## config.mk

```make
export PLATFORM = sky130hd
export DESIGN_NAME = sd_cmd_tx_flat
export DESIGN_NICKNAME = d
export VERILOG_FILES = /design/src/rtl/sd_cmd_tx_if.sv /design/src/rtl/sd_cmd_tx.sv /design/src/flat_wrapper.sv
export SDC_FILE = /design/constraint.sdc
export NUM_CORES = 1
export LEC_CHECK = 0
export CAP_MARGIN = 20
export CELL_PAD_IN_SITES_DETAIL_PLACEMENT = 1
export CELL_PAD_IN_SITES_GLOBAL_PLACEMENT = 1
export CORE_MARGIN = 10
export CORE_UTILIZATION = 43
export CTS_CLUSTER_DIAMETER = 100
export CTS_CLUSTER_SIZE = 10
export DETAILED_ROUTE_END_ITERATION = 6
export PLACE_DENSITY_LB_ADDON = 0.1
export SLEW_MARGIN = 20
export SYNTH_ARGS = -nofsm -noshare
export SYNTH_HDL_FRONTEND = slang
export SYNTH_SLANG_ARGS = --single-unit
export TNS_END_PERCENT = 1
```

## constraint.sdc

```tcl
create_clock -name clk -period 5.4 [get_ports clk]
set_input_delay 0.54 -clock clk [delete_from_list [all_inputs] [get_ports clk]]
set_output_delay 0.54 -clock clk [all_outputs]
set_load 0.05 [all_outputs]
```

## src/rtl/sd_cmd_tx_if.sv

```systemverilog
// Handshake and CMD-line signals between the host register file, the SD
// clock divider strobe and the command transmitter.
interface sd_cmd_tx_if;
  logic        start;
  logic [5:0]  cmd_index;
  logic [31:0] argument;
  logic        bit_en;
  logic        cmd_out;
  logic        cmd_oe;
  logic        busy;
  logic        done;

  modport master (
    output start, cmd_index, argument, bit_en,
    input  cmd_out, cmd_oe, busy, done
  );

  modport slave (
    input  start, cmd_index, argument, bit_en,
    output cmd_out, cmd_oe, busy, done
  );
endinterface

```

## src/rtl/sd_cmd_tx.sv

```systemverilog
// SD command-line transmitter: serialises start bit, transmission bit,
// 6-bit index, 32-bit argument, CRC7 and end bit, MSB first, one bit per
// bit_en strobe. All outputs are registered.
module sd_cmd_tx #(
  parameter int          FRAME_BITS = 48,
  parameter logic [6:0]  CRC_POLY   = 7'h09
) (
  input  logic        clk,
  input  logic        rst,
  sd_cmd_tx_if.slave  bus
);

  localparam int         HEAD_BITS = 40;
  // Counter value seen on the strobe that drives the last header bit + 1.
  localparam logic [5:0] HEAD_END  = 6'(HEAD_BITS);
  // Counter value seen on the strobe that drives the end bit.
  localparam logic [5:0] END_IDX   = 6'(FRAME_BITS - 1);

  typedef enum logic [1:0] {
    IDLE    = 2'd0,
    SEND    = 2'd1,
    RELEASE = 2'd2
  } state_t;

  state_t                 state_q,   state_d;
  logic [HEAD_BITS-1:0]   shift_q,   shift_d;
  logic [6:0]             crc_q,     crc_d;
  logic [5:0]             cnt_q,     cnt_d;
  logic                   cmd_out_q, cmd_out_d;
  logic                   cmd_oe_q,  cmd_oe_d;
  logic                   busy_q,    busy_d;
  logic                   done_q,    done_d;
  logic                   fb;

  // Next-state, frame sequencing and CRC update.
  always_comb begin
    // NOTE: every signal gets a default here so no path leaves it unassigned,
    // which would otherwise infer a latch.
    state_d   = state_q;
    shift_d   = shift_q;
    crc_d     = crc_q;
    cnt_d     = cnt_q;
    cmd_out_d = cmd_out_q;
    cmd_oe_d  = cmd_oe_q;
    busy_d    = busy_q;
    done_d    = 1'b0;
    fb        = 1'b0;

    unique case (state_q)
      IDLE: begin
        cmd_oe_d  = 1'b0;
        cmd_out_d = 1'b1;
        busy_d    = 1'b0;
        // A strobe coinciding with the accept is deliberately ignored.
        if (bus.start) begin
          shift_d = {2'b01, bus.cmd_index, bus.argument};
          crc_d   = '0;
          cnt_d   = '0;
          busy_d  = 1'b1;
          state_d = SEND;
        end
      end

      SEND: begin
        if (bus.bit_en) begin
          cnt_d    = cnt_q + 6'd1;
          cmd_oe_d = 1'b1;
          if (cnt_q < HEAD_END) begin
            // Header bit goes out and is folded into the CRC at the same time.
            cmd_out_d = shift_q[HEAD_BITS-1];
            shift_d   = {shift_q[HEAD_BITS-2:0], 1'b0};
            fb        = crc_q[6] ^ shift_q[HEAD_BITS-1];
            crc_d     = {crc_q[5:0], 1'b0} ^ (fb ? CRC_POLY : 7'd0);
          end else if (cnt_q < END_IDX) begin
            // CRC is shifted out MSB first; its low end fills with zeros.
            cmd_out_d = crc_q[6];
            crc_d     = {crc_q[5:0], 1'b0};
          end else begin
            cmd_out_d = 1'b1;
            state_d   = RELEASE;
          end
        end
      end

      RELEASE: begin
        if (bus.bit_en) begin
          cmd_oe_d  = 1'b0;
          cmd_out_d = 1'b1;
          busy_d    = 1'b0;
          done_d    = 1'b1;
          state_d   = IDLE;
        end
      end

      default: begin
        state_d = IDLE;
      end
    endcase
  end

  // State and output registers with synchronous reset.
  always_ff @(posedge clk) begin
    if (rst) begin
      state_q   <= IDLE;
      shift_q   <= '0;
      crc_q     <= '0;
      cnt_q     <= '0;
      cmd_out_q <= 1'b1;
      cmd_oe_q  <= 1'b0;
      busy_q    <= 1'b0;
      done_q    <= 1'b0;
    end else begin
      // NOTE: non-blocking assignments so every register samples the
      // pre-edge values regardless of statement order.
      state_q   <= state_d;
      shift_q   <= shift_d;
      crc_q     <= crc_d;
      cnt_q     <= cnt_d;
      cmd_out_q <= cmd_out_d;
      cmd_oe_q  <= cmd_oe_d;
      busy_q    <= busy_d;
      done_q    <= done_d;
    end
  end

  assign bus.cmd_out = cmd_out_q;
  assign bus.cmd_oe  = cmd_oe_q;
  assign bus.busy    = busy_q;
  assign bus.done    = done_q;

endmodule

```

## src/flat_wrapper.sv

```systemverilog
// flat-port wrapper written by rule: the top's interface ports become plain ports
module sd_cmd_tx_flat 
#(
  parameter int          FRAME_BITS = 48,
  parameter logic [6:0]  CRC_POLY   = 7'h09
)
  (clk, rst, bus_start, bus_cmd_index, bus_argument, bus_bit_en, bus_cmd_out, bus_cmd_oe, bus_busy, bus_done);
  sd_cmd_tx_if bus_i ();
  input  logic clk;
  input  logic rst;
  input wire logic [$bits(bus_i.start)-1:0] bus_start;
  input wire logic [$bits(bus_i.cmd_index)-1:0] bus_cmd_index;
  input wire logic [$bits(bus_i.argument)-1:0] bus_argument;
  input wire logic [$bits(bus_i.bit_en)-1:0] bus_bit_en;
  output wire logic [$bits(bus_i.cmd_out)-1:0] bus_cmd_out;
  output wire logic [$bits(bus_i.cmd_oe)-1:0] bus_cmd_oe;
  output wire logic [$bits(bus_i.busy)-1:0] bus_busy;
  output wire logic [$bits(bus_i.done)-1:0] bus_done;
  assign bus_i.start = bus_start;
  assign bus_i.cmd_index = bus_cmd_index;
  assign bus_i.argument = bus_argument;
  assign bus_i.bit_en = bus_bit_en;
  assign bus_cmd_out = bus_i.cmd_out;
  assign bus_cmd_oe = bus_i.cmd_oe;
  assign bus_busy = bus_i.busy;
  assign bus_done = bus_i.done;
  sd_cmd_tx #(.FRAME_BITS(FRAME_BITS), .CRC_POLY(CRC_POLY)) u_core (.clk(clk), .rst(rst), .bus(bus_i));
endmodule
```

==> run_results.csv <==
group,metric,value,unit
die,die_h,102,µm
timing,rsz0062_at_grt,"false",
clocking,clock_latency,0.33,ns
flow_run,drv_cap,0,
detailed_routing,detail-route-antenna-nets,0,
timing,max_freq,391,MHz
timing,period_minus_slack,2.56,ns
synthesis,syn_avg_cell_area,8.85,µm²
placed_design,routabilityCongestion,0.702,
hold_path,hp-start,"u_core.crc_q[5]$_SDFFE_PP0P_",
die,fp.dieW,102,µm
synthesis,synth-edff-count,0,
synthesis,synth.distinct_cells,39,
synthesis,synth_top_cell_area_share,0.413,
clocking,ctsResizeCount,0,
detailed_routing,drc,0,
final_layout,layout.nets,399,
global_route,antenna_found_initial,0,
timing,setup_violations,0,
power_and_ir_drop,peakVddDrop,0.000168,V
power_and_ir_drop,leakage,1.21,nW
die,rows,29,
clocking,clk_pin_slew,0.06,ns
hold_path,hold_path.class,"flip-flop to flip-flop",
die,start_util,0.447,
clocking,clockBufferDepth,2,
synthesis,syn_area,2860,µm²
synthesis,ys_ff_latch,59,
worst_setup_path,critical_path_class,"input pin to flip-flop",
timing,tns,0,ns
power_and_ir_drop,p_seq_frac,0.476,
timing,fin_crit_sh,0.474,
power_and_ir_drop,p_comb_frac,0.165,
global_route,grt-ovfl-total,0,
power_and_ir_drop,clockPowerShare,0.359,
clocking,cts_hold_buf,0,
worst_setup_path,worstPathMaxFanout,79,
clocking,clock-sinks,59,
synthesis,synth-async-reset-ratio,0,
detailed_routing,first_pass_iters,4,
clocking,numCtsBuffers,9,
die,dieArea,10300,µm²
detailed_routing,wire_per_inst,15.3,µm
placed_design,portBuffers,45,
final_layout,diodes,0,
placed_design,dp_hpwl,4.40,mm
global_route,grt_pass1_wl,11.6,mm
timing,finalHoldViolCount,0,
synthesis,synth_cells,323,
die,io_pins,46,
final_layout,drive_above_1_share,0.180,
power_and_ir_drop,p_sw,0.000287,W
timing,worst_slew_pin_slew,0.966,ns
timing,slew_violations,0,
synthesis,synth_warnings,0,
worst_setup_path,endpoint_kind,"flip-flop",
power_and_ir_drop,p_per_area,294,nW/µm²
final_layout,areaGrowthSynthToFinish,20.8,%
final_layout,final_cell_count_no_fill,438,
clocking,htreeDepth,3,
clocking,cts_tree,"built",
worst_setup_path,crit_start,"bus_bit_en",
synthesis,synth_most_common_cell,"nand2_1",
detailed_routing,vias,2354,
placed_design,place_inst,422,
worst_setup_path,r2r_start,"u_core.state_q[0]$_SDFFE_PP0P_",
synthesis,synth_ff_type,"dfxtp_1",
power_and_ir_drop,p_sw_frac,0.283,
detailed_routing,via_per_inst,5.37,
clocking,post-cts-setup-buffer-count,0,
synthesis,synth_area_leaders,"dfxtp_1, a311oi_2, nand2_1, nor2_1, buf_6",
global_route,grt_pass1_vias,2491,
synthesis,yosysSeqAreaShare,0.413,
status,outcome,"finished clean",
die,coreArea,6390,µm²
clocking,root_buffer,"clkbuf_8",
global_route,groute.usage.overall,0.136,
global_route,grt_max_degree,80,
synthesis,yosysTopAreaCell,"dfxtp_1",
timing,clock_skew,0.00522,ns
timing,slew_headroom,0.354,
worst_setup_path,required,5.64,ns
worst_setup_path,critical_path_arrival,2.80,ns
synthesis,synth_common_cells,"nand2_1, dfxtp_1, nor2_1, a311oi_2, clkbuf_1",
detailed_routing,drt_iter0_drc,95,
synthesis,synth_fp_nets,366,
detailed_routing,drt-total-wl,6.72,mm
power_and_ir_drop,p_int,0.000728,W
worst_setup_path,start_kind,"input pin",
==> power groups by stage <==
| stage | Sequential (W) | Combinational, W | Clock, W |
|---|---|---|---|
| after floorplan | 0.000490 | 0.000123 | 0 |
| after global placement | 0.000491 | 0.000164 | 0 |
| after detailed placement | 0.000493 | 0.000169 | 0 |
| after CTS | 0.000483 | 0.000170 | 0.000373 |
| after global routing | 0.000487 | 0.000186 | 0.000392 |
| final | 0.000483 | 0.000167 | 0.000365 |
==> flip-flops by register name (all words and copies together), names as in the netlist <==
register and cells:
u_core.bus.busy 1, u_core.bus.cmd_oe 1, u_core.bus.cmd_out 1, u_core.bus.done 1, u_core.cnt_q 6, u_core.crc_q 7
u_core.shift_q 40, u_core.state_q 2
==> cell usage in the layout, fill, tap and decap left out, types with 2 or more instances in the layout <==
master,count
nand3_1,9
xnor2_1,4
nor3b_1,2
nor3_1,4
o21ai_0,4
buf_4,3
clkdlybuf4s50_1,44
clkbuf_8,11
inv_1,2
or2_2,2
xor2_1,2
nand2_1,86
nor2b_1,2
clkinv_2,4
a21oi_1,12
dfxtp_1,59
a311oi_2,37
nand2b_1,4
nor2_1,48
==> critical path: stages <==
cell	delay [ns]
clkdlybuf4s50_1	0.61
mux2i_4	0.17
a211oi_4	0.23
buf_4	0.75
nor2_1	0.16
a311oi_2	0.28
==> routing by layer <==
metal / vias up / track usage / routed length, µm
li1: 1191 / - / -
met1: 1112 / 0.171 / 3190
met2: 39 / 0.222 / 3170
met3: 12 / 0.0334 / 279
met4: 0 / 0.0482 / 85
met5: - / 0 / 0
==> stage by stage <==
step | power (W) | hold WS, ns | worst slack [ns] | utilization | area [µm²]
floorplan | 0.000612 | 0.432 | 3.64 | - | 2860
global placement | 0.000655 | 0.442 | 2.63 | 0.513 | 3270
detailed placement | 0.000661 | 0.448 | 2.52 | 0.513 | 3270
CTS | 0.00103 | 0.457 | 2.85 | 0.541 | 3450
global route | 0.00106 | 0.481 | 2.66 | 0.541 | 3450
finish | 0.00102 | 0.455 | 2.84 | 0.541 | 3450
==> path summary, 6_finish.rpt <==
check,end,slack (ns),depth (start not counted)
worst max-delay path,u_core.shift_q[13]$_SDFFE_PP0P_,2.84,6
worst min-delay path,u_core.crc_q[5]$_SDFFE_PP0P_,0.45,2
worst max register to register,u_core.shift_q[13]$_SDFFE_PP0P_,2.91,5
worst min register to register,u_core.crc_q[5]$_SDFFE_PP0P_,0.45,2
==> cell families (layout without fill, tap and decap cells) <==
family | after synthesis | in the layout | share of synthesized area
AO/OA/AOI/OAI | 64 | 64 | 0.260
XOR/XNOR | 6 | 6 | 0.0184
adder cells (fa/ha/maj) | 1 | 1 | 0.00438
buffers and inverters | 28 | 66 | 0.0574
flip-flops | 59 | 59 | 0.413
multiplexers | 2 | 2 | 0.0114
AND/OR/NAND/NOR | 163 | 163 | 0.236
==> layout make-up <==
cell class,instances,area (µm²)
clock buffers,11,151
clock inverters,5,27.5
fillers,769,2930
inverters,2,7.51
multi-input cells,236,1520
flip-flops and latches,59,1180
well taps,77,96.3
repair buffers,48,468
No activity file was read; power rests on OpenSTA's default activity.
